## src/rtl/nn_layer_sequencer.sv

```systemverilog
// Sequences one neuron-layer evaluation: multiply-accumulates N_INPUTS beats and drives the IN/BUFF/OUT phase FSM pulses.
// Optional build macro NNSEQ_SAT_EN: saturating accumulation instead of two's-complement wrap.
module nn_layer_sequencer #(
    parameter int DATA_W   = 8,
    parameter int ACC_W    = 20,
    parameter int N_INPUTS = 4,
    parameter int CNT_W    = 3
) (
    input  logic              clk,
    input  logic              reset,
    input  logic              start,
    input  logic              in_valid,
    output logic              in_ready,
    input  logic [DATA_W-1:0] in_data,
    output logic [CNT_W-1:0]  w_addr,
    input  logic [DATA_W-1:0] w_data,
    output logic              out_valid,
    input  logic              out_ready,
    output logic [ACC_W-1:0]  out_data,
    output logic              changes,
    output logic              fsm_rst,
    output logic [1:0]        phase,
    output logic              busy
);

    typedef enum logic [1:0] {IDLE, COLLECT, FLUSH, OUTPUT} state_t;

    state_t state, next_state;

    logic [ACC_W-1:0]    acc, acc_next;
    logic [CNT_W-1:0]    count;
    logic                accept, last_beat, handshake;
    logic [2*DATA_W-1:0] in_ext, w_ext, prod;
    logic [ACC_W:0]      sum;

    logic              in_ready_d, out_valid_d, changes_d, fsm_rst_d, busy_d;
    logic [1:0]        phase_d;
    logic [ACC_W-1:0]  out_data_d;

    assign accept    = (state == COLLECT) && in_valid && in_ready;
    assign last_beat = (count == CNT_W'(N_INPUTS - 1));
    assign handshake = (state == OUTPUT) && out_valid && out_ready;
    assign w_addr    = count;

    // Operands are sign-extended first so the truncated product is the exact signed result.
    assign in_ext = {{DATA_W{in_data[DATA_W-1]}}, in_data};
    assign w_ext  = {{DATA_W{w_data[DATA_W-1]}}, w_data};
    assign prod   = in_ext * w_ext;
    assign sum    = {acc[ACC_W-1], acc} + {{(ACC_W + 1 - 2*DATA_W){prod[2*DATA_W-1]}}, prod};

`ifdef NNSEQ_SAT_EN
    // One guard bit is enough: a disagreement with the sign bit means the add left the ACC_W range.
    always_comb begin
        acc_next = sum[ACC_W-1:0];
        if (sum[ACC_W] != sum[ACC_W-1])
            acc_next = sum[ACC_W] ? {1'b1, {(ACC_W-1){1'b0}}} : {1'b0, {(ACC_W-1){1'b1}}};
    end
`else
    assign acc_next = sum[ACC_W-1:0];
`endif

    always_ff @(posedge clk) begin
        if (reset) state <= IDLE;
        else       state <= next_state;
    end

    always_comb begin
        next_state = state;
        case (state)
            IDLE:    if (start) next_state = COLLECT;
            COLLECT: if (accept && last_beat) next_state = FLUSH;
            FLUSH:   next_state = OUTPUT;
            OUTPUT:  if (handshake) next_state = IDLE;
            default: next_state = IDLE;
        endcase
    end

    // Output values are derived from the upcoming state so every port comes straight from a flop.
    always_comb begin
        in_ready_d  = (next_state == COLLECT);
        out_valid_d = (next_state == OUTPUT);
        busy_d      = (next_state != IDLE);
        changes_d   = ((state == COLLECT) && (next_state == FLUSH)) ||
                      ((state == FLUSH) && (next_state == OUTPUT));
        fsm_rst_d   = (state == OUTPUT) && (next_state == IDLE);
        out_data_d  = (state == FLUSH) ? acc : out_data;
        case (next_state)
            FLUSH:   phase_d = 2'b01;
            OUTPUT:  phase_d = 2'b10;
            default: phase_d = 2'b00;
        endcase
    end

    always_ff @(posedge clk) begin
        if (reset) begin
            in_ready  <= 1'b0;
            out_valid <= 1'b0;
            out_data  <= '0;
            changes   <= 1'b0;
            fsm_rst   <= 1'b0;
            phase     <= 2'b00;
            busy      <= 1'b0;
        end else begin
            in_ready  <= in_ready_d;
            out_valid <= out_valid_d;
            out_data  <= out_data_d;
            changes   <= changes_d;
            fsm_rst   <= fsm_rst_d;
            phase     <= phase_d;
            busy      <= busy_d;
        end
    end

    always_ff @(posedge clk) begin
        if (reset) begin
            acc   <= '0;
            count <= '0;
        end else if ((state == IDLE) && start) begin
            acc   <= '0;
            count <= '0;
        end else if (accept) begin
            acc   <= acc_next;
            count <= last_beat ? '0 : count + CNT_W'(1);
        end
    end

endmodule

```

## config.mk

```make
export PLATFORM = sky130hd
export DESIGN_NAME = nn_layer_sequencer
export DESIGN_NICKNAME = d
export VERILOG_FILES = /design/src/rtl/nn_layer_sequencer.sv
export SDC_FILE = /design/constraint.sdc
export NUM_CORES = 1
export LEC_CHECK = 0
export CORE_MARGIN = 1
export CORE_UTILIZATION = 30
export DETAILED_ROUTE_END_ITERATION = 6
export PLACE_DENSITY_LB_ADDON = 0.25
export SYNTH_ARGS = -nofsm -noshare
export SYNTH_HDL_FRONTEND = slang
export SYNTH_SLANG_ARGS = --single-unit
```

## constraint.sdc

```tcl
create_clock -name clk -period 5.88 [get_ports clk]
set_input_delay 1.176 -clock clk [delete_from_list [all_inputs] [get_ports clk]]
set_output_delay 1.176 -clock clk [all_outputs]
set_load 0.03 [all_outputs]
```

# == Word level (Yosys, flattened, before mapping) ==
# Cells that the tools add are included.
# word_totals
register_bits,52
word_cells,40
in_bits,21
output_inout_bits,30
# classes
mul,1
n_mux,6
addsub,2
eq_ne,7
n_reduce_logical,14
# ops
op,n
$add 20x16->20,1
$mul 8x8->16,1
$logic_and 1x1->1,9
$eq 2x2->1 const B,4
$pmux 2 s4,1
$mux 2,3
$eq 2x1->1 const B,2
$logic_not 2->1,2
$pmux 2 s2,1
$add 3x1->3 const B,1
$eq 3x2->1 const B,1
$mux 3,1
$reduce_bool 2->1,1
$reduce_or 2->1,1
$logic_or 1x1->1,1

# == Logic depth before layout (Yosys ltp) ==
# Gate-level depths: netlist of run 1.
# depth
word_depth,9
depth_mapped,18

# == Least setup slack after synthesis of run 1 ==
# OpenSTA, ideal clock, no wires.
# synth_timing
kind,input -> register
start,in in_data[7]
end,reg acc[19]
path_stages,15
arrival_ns,5.840
path_slack_ns,-0.031
n_path_buf,0
t_required_ns,5.808
path_cell_list,and2_1 > inv_1 > fa_1 > inv_1 > fa_1 > fa_1 > fa_1 > fa_1 > ha_1 > nand2_1 > o31ai_2 > o221ai_2 > a21oi_1 > mux2i_1 > mux2i_1
# synth_via
elab_chain_cells,2
# synth_lines
item,line,rtl
start: declaration,14,"input logic [DATA_W-1:0] in_data,"
$mul 8x8->16,48,assign prod = in_ext * w_ext;
$add 20x16->20,49,"assign sum = {acc[ACC_W-1], acc} + {{(ACC_W + 1 - 2*DATA_W){prod[2*DATA_W-1]}}, prod};"
end signal: assignment,122,acc <= acc_next;
end: declaration,30,"logic [ACC_W-1:0] acc, acc_next;"
# No other way between the ends.
# A chain may end at the register's enable or synchronous reset.

# == Final worst setup path of run 1 ==
# layout_timing
start,in in_data[0]
end,reg acc[18]
# The elaborated chain is that of the path after synthesis.

==> flow_metrics.env, run 1 <==
export IMPL_slew_violations=0
export IMPL_syn_nets=746
export IMPL_synth_top_cell_by_area="fa_1"
export IMPL_synth_seq_cells=51
export IMPL_tns_ps=0
export IMPL_finClkSkew_ps=8.272
export IMPL_async_reset_ff_share_pct=0
export IMPL_die_height_um=135.9
export IMPL_port_buffers=50
export IMPL_fin_cells=917
export IMPL_synth_warning_count=0
export IMPL_ys_seq_area_share_pct=18.98
export IMPL_drt_iter0_markers=168
export IMPL_cts_tree="built"
export IMPL_firstDrtPassIters=4
export IMPL_first_global_vias=4624
export IMPL_synth_compound_area_share_pct=8.953
export IMPL_fin_ws_ps=205.3
export IMPL_cts_made_buffers=5
export IMPL_synth_simple_area_share_pct=17.12
export IMPL_yosys_top_cells_area="fa_1, dfxtp_1, ha_1, nand2_1, inv_1"
export IMPL_core_area_um2=17420
export IMPL_synth_mux_area_share_pct=0.3721
export IMPL_start_util_pct=30.89
export IMPL_clk_pin_slew_ps=60
export IMPL_p_leak_nw=3.199
export IMPL_hold_path_class="register to register"
export IMPL_clock_sinks=51
export IMPL_chipWidth_um=135.9
export IMPL_final_area_um2=6785
export IMPL_grt_use_total_pct=14.32
export IMPL_critPathRequiredTime_ps=6090
export IMPL_synth_top_family_by_area="adder cells"
export IMPL_finalSetupViolCount=0
export IMPL_path_max_fanout=3
export IMPL_row_count=48
export IMPL_dpl_cell_area_um2=6548
export IMPL_synth_xor_area_share_pct=2.442
export IMPL_yosysTopAreaCellShare_pct=32.74
export IMPL_worst_pin_slew_ps=996.3
export IMPL_place_hpwl_um=10170
export IMPL_synthDistinctLibCells=47
export IMPL_synth_ff_type="dfxtp_1"
export IMPL_vias=4191
export IMPL_hold_viol=0
export IMPL_drive_gt1_share_pct=12.43
export IMPL_status="complete, no violations"
export IMPL_wl_per_cell_um=13.12
export IMPL_syn_avg_cell_area_um2=9.119
export IMPL_p_per_area_nw_per_um2=408.1
export IMPL_grt_pass1_wl_um=21220
export IMPL_critical_path_class="input port to register"
export IMPL_maxCapViolCount=0
export IMPL_gp_congestion=0.7981
export IMPL_io_pins=51
export IMPL_syn_to_final_growth_pct=26.12
export IMPL_fmax_mhz=176.2
export IMPL_period_share_pct=96.51
export IMPL_fin_nets=848
export IMPL_clockRootBuffer="clkbuf_16"
export IMPL_syn_inst=590
export IMPL_grt_start_max_net_pins=29
export IMPL_drc_errors=0
export IMPL_cts_max_path_buffers=2
export IMPL_dieArea_um2=18470
export IMPL_hold_buffers=0
export IMPL_startpoint_type="input port"
export IMPL_synth_area_um2=5380
export IMPL_max_slew_margin_pct=33.37
export IMPL_peakVddDrop_mv=0.2786
export IMPL_h_tree_depth=2
export IMPL_antenna_found_initial=0
export IMPL_antenna_left=0
export IMPL_synth_edf_count=0
export IMPL_layout_min_cycle_time_ps=5675
export IMPL_clkLatencyLatePin_ps=290
export IMPL_wl_um=12030
export IMPL_worstSetupEndpointType="register"
export IMPL_grt_overflow=0
export IMPL_avgViaCountPerCell=4.570
export IMPL_diodes=0
export IMPL_cp_arrival_ps=5880
export IMPL_place_ws_ps=-364.1
export IMPL_synth_adder_area_share_pct=43.67
export IMPL_place_inst=909
==> registers in the layout, summed over array words and instances (netlist names) <==
name / cells
w_addr: 3
acc: 20
out_data: 20
changes: 1
out_valid: 1
fsm_rst: 1
busy: 1
state: 2
phase: 1
in_ready: 1
==> placed cells by master, fill, tap and decap left out, types with 4 or more instances in the layout <==
| cell | count |
|---|---|
| buf_4 | 61 |
| inv_1 | 92 |
| nand2_1 | 98 |
| nand2b_1 | 4 |
| and2_1 | 32 |
| xor2_1 | 5 |
| clkdlybuf4s50_1 | 35 |
| dlymetal6s2s_1 | 13 |
| a21oi_1 | 46 |
| fa_1 | 87 |
| nor2_1 | 22 |
| nor3_1 | 7 |
| dfxtp_1 | 51 |
| o21ai_0 | 7 |
| a21o_1 | 5 |
| xnor2_1 | 10 |
| nand3_1 | 12 |
| ha_1 | 46 |
| clkbuf_16 | 5 |
==> critical path: stages <==
cell,delay (ps)
clkdlybuf4s50_1,450
nand2b_4,160
fa_1,500
fa_1,560
inv_1,50
fa_1,470
fa_1,550
fa_1,430
ha_1,300
nand2_1,110
o211a_1,290
o21ai_4,150
nor4_1,80
or4_1,400
a31oi_1,190
==> Yosys cell counts (2+ instances only) <==
master and count:
a211oi_1 3, a21o_1 5, a21o_2 2, a21oi_1 47
a31oi_1 2, and2_1 33, and3_1 2, and4b_1 2
buf_6 2, clkbuf_1 13, clkbuf_8 2, dfxtp_1 51
fa_1 88, ha_1 47, inv_1 92, mux2i_1 2
nand2_1 98, nand2b_1 5, nand3_1 12, nand4_1 2
nor2_1 22, nor2b_1 2, nor3_1 7, nor4_1 2
o21ai_0 8, o22ai_1 2, or2_2 2, or3_1 2
or4_1 2, xnor2_1 10, xor2_1 5
==> through the flow <==
stage | utilization, % | hold slack [ps] | power (mW)
floorplan | - | 431.9 | 1.682
global placement | 37.59 | 443.2 | 2.401
detailed placement | 37.59 | 451.5 | 2.419
CTS | 38.48 | 460.4 | 2.737
global route | 38.96 | 476.2 | 3.089
finish | 38.96 | 458.9 | 2.769
==> worst paths after layout <==
check / slack (ps) / cells past startpoint / to / startpoint
setup / recovery: 210 / 15 / acc[18] / in_data[0]
hold / removal: 460 / 2 / out_data[3] / out_data[3]
setup reg to reg: 1310 / 16 / acc[18] / acc[6]
hold reg to reg: 460 / 2 / out_data[3] / out_data[3]
==> logic make-up (layout without fill, tap and decap cells) <==
logic type | after synthesis | count (layout)
AO/OA/AOI/OAI | 80 | 80
adder cells (fa/ha/maj) | 135 | 135
AND/OR/NAND/NOR | 196 | 196
flip-flops | 51 | 51
buffers and inverters | 111 | 213
XOR/XNOR | 15 | 15
multiplexers | 2 | 2
==> area by class of cell <==
| type | count | area [µm²] |
|---|---|---|
| multi-input cells | 428 | 3961 |
| clock buffers | 6 | 138.9 |
| inverters | 93 | 349.1 |
| flip-flops and latches | 51 | 1021 |
| repair buffers | 113 | 1028 |
| clock inverters | 1 | 5.005 |
| well taps | 225 | 281.5 |
| fillers | 1775 | 10630 |
==> power by group <==
part	total [mW]	leakage (nW)	internal, mW	switching (mW)
Sequential	0.371	0.412	0.357	0.0147
Combinational	2.11	2.71	1.06	1.05
Clock	0.286	0.0727	0.166	0.120
==> metal layers <==
| metal | vias up | GRT usage (%) | wire length [µm] |
|---|---|---|---|
| li1 | 2061 | - | - |
| met5 | - | 0 | 0 |
| met2 | 45 | 27.27 | 6435 |
| met3 | 11 | 2.088 | 350 |
| met1 | 2074 | 16.99 | 5087 |
| met4 | 0 | 2.531 | 155 |
==> timing repair <==
item                                    4_1_cts  5_1_grt
gates cloned                                  0        0
gates resized for setup                       4       22
endpoints found under the setup margin        4        9
buffers inserted                              0        1
pin swaps                                     0        7
Power figures use the tool's default switching activity.
==> run 2, diff against run 1 <==
Settings changed: CELL_PAD_IN_SITES_DETAIL_PLACEMENT set to 1, CELL_PAD_IN_SITES_GLOBAL_PLACEMENT set to 2, SETUP_SLACK_MARGIN set to 0.5.
==> run 2 against run 1 <==
Largest cell class unchanged. Critical endpoint unchanged. Non-clock buffer count rose by 4. Hold slack improved by 1.6 ps. Global-route usage is 2.3 points higher. First-iteration DRC count decreased by 21%. Combinational power grew 16%.
==> flow_metrics.env, run 2 (synthesis results as in run 1) <==
export IMPL_status="complete, no violations"
export IMPL_chipWidth_um=135.9
export IMPL_clkLatencyLatePin_ps=290
export IMPL_p_int_mw=1.804
export IMPL_p_comb_share_pct=77.6
export IMPL_antenna_left=0
export IMPL_fmax_mhz=189.7
export IMPL_most_common_layout_cells="nand2_1, inv_1, fa_1"
export IMPL_critical_path_class="input port to register"
export IMPL_max_stage_delay_ps=540
export IMPL_p_leak_nw=3.156
export IMPL_maxCapViolCount=0
export IMPL_core_area_um2=17420
export IMPL_p_seq_share_pct=11.7
export IMPL_diodes=0
export IMPL_crit_start="in_data[0]"
export IMPL_p_clk_share_pct=10.7
export IMPL_wl_met2_um=7522
export IMPL_fin_nets=853
export IMPL_gp_congestion=0.8302
export IMPL_maxUsedRoutingLayer="met4"
export IMPL_critPathRequiredTime_ps=6100
export IMPL_port_buffers=50
export IMPL_first_global_vias=5004
export IMPL_utilization_pct=39.84
export IMPL_cts_made_buffers=5
export IMPL_place_hpwl_um=11340
export IMPL_wl_met1_um=5749
export IMPL_multi_input_area_um2=4138
export IMPL_io_pins=51
export IMPL_switchingPower_mw=1.355
export IMPL_rrSetupSlack_ps=1310
export IMPL_cts_max_path_buffers=2
export IMPL_r2r_cells=17
export IMPL_hold_viol=0
export IMPL_h_tree_depth=2
export IMPL_place_inst=909
export IMPL_drt_iter0_markers=132
export IMPL_hold_path_end="out_data[5]"
export IMPL_avgViaCountPerCell=4.674
export IMPL_drc_errors=0
export IMPL_dieArea_um2=18470
export IMPL_peakVddDrop_mv=0.2765
export IMPL_drive_gt1_share_pct=19.34
export IMPL_layout_min_cycle_time_ps=5271
export IMPL_worst_pin_slew_ps=1043
export IMPL_slew_violations=0
export IMPL_fill_cells=2018
export IMPL_grt_pass1_wl_um=24180
export IMPL_max_slew_margin_pct=30.44
export IMPL_p_per_area_nw_per_um2=455.1
export IMPL_hp_start="out_data[5]"
export IMPL_startpoint_type="input port"
export IMPL_hold_ws_ps=460.5
export IMPL_finClkSkew_ps=5.065
export IMPL_grt_use_total_pct=16.60
export IMPL_fin_cells=923
export IMPL_finalPower_mw=3.158
export IMPL_path_max_fanout=4
export IMPL_seq_area_um2=1021
export IMPL_place_ws_ps=-309.1
export IMPL_wl_um=13580
export IMPL_tns_ps=0
export IMPL_wl_per_cell_um=14.71
export IMPL_switching_share_pct=42.89
export IMPL_crit_chain="buf_2 -> nand2b_4 -> fa_1 -> fa_1 -> inv_1 -> fa_1 -> fa_1 -> fa_1 -> ha_4 -> nand2_4 -> o211a_4 -> o21ai_4 -> nor4_4 -> or4_1 -> a31oi_1"
export IMPL_firstDrtPassIters=4
export IMPL_reg2reg_from="acc[6]"
export IMPL_syn_to_final_growth_pct=28.98
export IMPL_final_area_um2=6939
export IMPL_cts_tree="built"
export IMPL_grt_overflow=0
export IMPL_rsz0062_at_grt="yes"
export IMPL_vias=4314
export IMPL_finalSetupViolCount=0
export IMPL_fin_ws_ps=609.4
export IMPL_worstSetupEndpointType="register"
export IMPL_period_share_pct=89.64
export IMPL_grt_start_max_net_pins=29
export IMPL_hold_path_class="register to register"
export IMPL_crit_top_cell="fa_1"
export IMPL_clock_sinks=51
export IMPL_met3_length_um=212
export IMPL_hold_buffers=0
export IMPL_clockRootBuffer="clkbuf_16"
export IMPL_final_common_cell="nand2_1"
export IMPL_dpl_cell_area_um2=6563
export IMPL_cp_arrival_ps=5490
export IMPL_clk_pin_slew_ps=60
export IMPL_start_util_pct=30.89
export IMPL_antenna_found_initial=0
export IMPL_r2r_end="acc[18]"
export IMPL_row_count=48
export IMPL_die_height_um=135.9
export IMPL_min_path_cells=2
export IMPL_critPathSlowestCell="fa_1"
[run 2: cell types whose count changed in the layout (fill, tap and decap cells not counted), sizes merged]
cell	previous run	this run
bufinv	0	1
dlygate4sd2	2	0
inv	93	92
dlymetal6s2s	13	0
clkdlybuf4s50	35	34
clkbuf	6	9
and2	33	34
buf	63	80
clkinv	1	2
[run 2: worst max path at each step]
stage,to,slack [ps],cells after the start
2_1_floorplan,acc[18],500,17
3_3_place_gp,acc[19],-220,16
3_5_place_dp,acc[18],-310,15
4_1_cts,acc[18],500,16
5_1_grt,acc[18],460,15
6_report,acc[18],610,15
[run 2: power by group through the flow]
stage | Sequential (mW) | Combinational, mW | Clock (mW)
finish | 0.371 | 2.45 | 0.338
global route | 0.373 | 2.79 | 0.370
CTS | 0.372 | 2.34 | 0.348
detailed placement | 0.379 | 2.13 | 0
global placement | 0.380 | 2.08 | 0
floorplan | 0.375 | 1.34 | 0
[run 2: metal layers]
layer	up-vias	global-route usage, %
li1	2077	-
met1	2198	19.78
met2	30	32.11
met3	9	2.163
met4	0	2.037
met5	-	0
[run 2: repair_timing]
item / 4_1_cts / 5_1_grt
buffers inserted: 3 / 2
gates cloned: 1 / 0
pin swaps: 18 / 20
setup endpoints to repair: 12 / 6
resized for setup: 94 / 27
[run 2: critical path, delay by kind of cell]
family / cells / cell delay [ps]
buffers and inverters: 2 / 160
adders and majority gates: 6 / 2770
AOI/OAI and AO/OA: 3 / 610
and+or+nand+nor: 4 / 750
[run 2: final cells by class]
cell class / count / area share (%)
tap: 225 / 4.057
multi-input combinational: 429 / 59.63
inverter: 93 / 5.103
clock buffer: 6 / 2.001
clock inverter: 2 / 0.5049
sequential: 51 / 14.71
timing repair buffer: 117 / 13.99
==> run 3, diff against run 2 <==
Settings changed: CTS_BUF_LIST set to sky130_fd_sc_hd__clkbuf_4.
==> run 3 against run 2 <==
Fmax increased by 1.6%. Sequential power about the same. Clock skew rose by 1.1 ps. Critical endpoint is now acc[19]. Highest routed layer unchanged.
==> flow_metrics.env, run 3 (synthesis results as in run 1) <==
export IMPL_status="complete, no violations"
export IMPL_fin_cells=919
export IMPL_p_leak_nw=3.067
export IMPL_r2r_cells=16
export IMPL_most_common_layout_cells="nand2_1, inv_1, fa_1"
export IMPL_max_stage_delay_ps=540
export IMPL_utilization_pct=38.37
export IMPL_multi_input_area_um2=4045
export IMPL_rrSetupSlack_ps=1320
export IMPL_clockRootBuffer="clkbuf_4"
export IMPL_crit_buf_inv=3
export IMPL_clkLatencyLatePin_ps=390
export IMPL_fmax_mhz=192.8
export IMPL_critical_path_cell_count=16
export IMPL_hold_ws_ps=470.2
export IMPL_start_util_pct=30.89
export IMPL_drive_gt1_share_pct=17.00
export IMPL_port_buffers=50
export IMPL_h_tree_depth=2
export IMPL_crit_top_cell="fa_1"
export IMPL_switching_share_pct=44.78
export IMPL_critical_path_class="input port to register"
export IMPL_dieArea_um2=18470
export IMPL_wl_per_cell_um=14.52
export IMPL_hold_path_end="out_data[5]"
export IMPL_crit_start="in_data[7]"
export IMPL_max_slew_margin_pct=35.50
export IMPL_min_path_cells=2
export IMPL_p_per_area_nw_per_um2=419.8
export IMPL_fill_cells=2045
export IMPL_crit_chain="buf_2 -> and2_4 -> inv_2 -> fa_1 -> inv_1 -> fa_1 -> fa_1 -> fa_1 -> fa_1 -> ha_4 -> nand2_4 -> o31ai_4 -> o221ai_4 -> a21oi_2 -> mux2i_1 -> mux2i_1"
export IMPL_wl_um=13350
export IMPL_worstSetupEndpointType="register"
export IMPL_clk_pin_slew_ps=140
export IMPL_p_clk_share_pct=7.2
export IMPL_layout_min_cycle_time_ps=5187
export IMPL_worst_pin_slew_ps=967.5
export IMPL_tns_ps=0
export IMPL_grt_pass1_wl_um=24030
export IMPL_cp_top_family="adder cells"
export IMPL_critPathRequiredTime_ps=6200
export IMPL_antenna_found_initial=0
export IMPL_critPathSlowestCell="fa_1"
export IMPL_first_global_vias=4974
export IMPL_final_common_cell="nand2_1"
export IMPL_vias=4305
export IMPL_die_height_um=135.9
export IMPL_slew_violations=0
export IMPL_finalPower_mw=2.806
export IMPL_r2r_end="acc[19]"
export IMPL_grt_overflow=0
export IMPL_startpoint_type="input port"
export IMPL_finClkSkew_ps=6.126
export IMPL_maxCapViolCount=0
export IMPL_p_comb_share_pct=79.5
export IMPL_io_pins=51
export IMPL_rsz0062_at_grt="no"
export IMPL_seq_area_um2=1021
export IMPL_clock_sinks=51
export IMPL_cp_arrival_ps=5510
export IMPL_grt_start_max_net_pins=29
export IMPL_syn_to_final_growth_pct=24.21
export IMPL_hold_path_class="register to register"
export IMPL_period_share_pct=88.21
export IMPL_chipWidth_um=135.9
export IMPL_antenna_left=0
export IMPL_p_int_mw=1.549
export IMPL_drc_errors=0
export IMPL_peakVddDrop_mv=0.2559
export IMPL_row_count=48
export IMPL_firstDrtPassIters=4
export IMPL_avgViaCountPerCell=4.684
export IMPL_gp_congestion=0.8302
export IMPL_p_seq_share_pct=13.2
export IMPL_drt_iter0_markers=126
export IMPL_reg2reg_from="acc[6]"
export IMPL_hold_viol=0
export IMPL_core_area_um2=17420
export IMPL_place_hpwl_um=11340
export IMPL_cts_made_buffers=5
export IMPL_grt_use_total_pct=16.51
export IMPL_hp_start="out_data[5]"
export IMPL_switchingPower_mw=1.256
export IMPL_cts_max_path_buffers=2
export IMPL_fin_nets=849
export IMPL_diodes=0
export IMPL_cts_tree="built"
export IMPL_place_inst=909
export IMPL_path_max_fanout=6
export IMPL_finalSetupViolCount=0
[run 3: cell count changes in the layout (fill, tap and decap cells not counted), sizes merged]
cell,change
buf,-14
clkinv,+1
clkbuf,+9
[run 3: stage by stage]
| stage | area, µm² | worst slack (ps) |
|---|---|---|
| 6_report | 6683 | 693.1 |
| 5_1_grt | 6683 | 515.0 |
| 4_1_cts | 6714 | 465.9 |
| 3_5_place_dp | 6563 | -309.1 |
| 3_3_place_gp | 6563 | -223.0 |
| 2_1_floorplan | 5410 | 502.4 |
[run 3: worst max-delay path by stage]
stage	endpoint	slack, ps
finish	acc[19]	690
global route	acc[19]	510
CTS	acc[18]	470
detailed placement	acc[18]	-310
global placement	acc[19]	-220
floorplan	acc[18]	500
[run 3: timing repair]
action                                  in CTS  in global routing
endpoints found under the setup margin      10                  9
pin swaps                                    8                 11
hold buffers                                 0                  0
resized for setup                           37                 40
setup buffers                                1                  0
cloned                                       1                  0
[run 3: layout make-up]
cell class | instances | area share (%)
clock buffer | 5 | 0.5617
clock inverter | 3 | 0.5804
inverter | 93 | 5.242
multi-input combinational | 429 | 60.53
sequential | 51 | 15.28
tap | 225 | 4.213
timing repair buffer | 113 | 13.59
[run 3: tightest hold or removal path: cells and delay by family (launching register included)]
family | cells | cell delay (ps)
AOI/OAI and AO/OA | 1 | 50
DFF | 1 | 340
and+or+nand+nor | 1 | 50
[run 3: power by group through the flow]
stage / Clock, mW / Sequential [mW] / Combinational [mW]
global route: 0.232 / 0.374 / 2.57
floorplan: 0 / 0.375 / 1.34
finish: 0.203 / 0.371 / 2.23
detailed placement: 0 / 0.379 / 2.13
CTS: 0.212 / 0.372 / 2.24
global placement: 0 / 0.380 / 2.08
[run 3: metal layers]
metal | vias up | routed length [µm] | global-route usage [%] | part of all wire (%)
met5 | - | 0 | 0 | 0
met4 | 0 | 110 | 2.593 | 0.82
met3 | 10 | 270 | 2.051 | 2.0
met2 | 33 | 7374 | 31.66 | 55
met1 | 2191 | 5592 | 19.73 | 42
li1 | 2071 | - | - | -
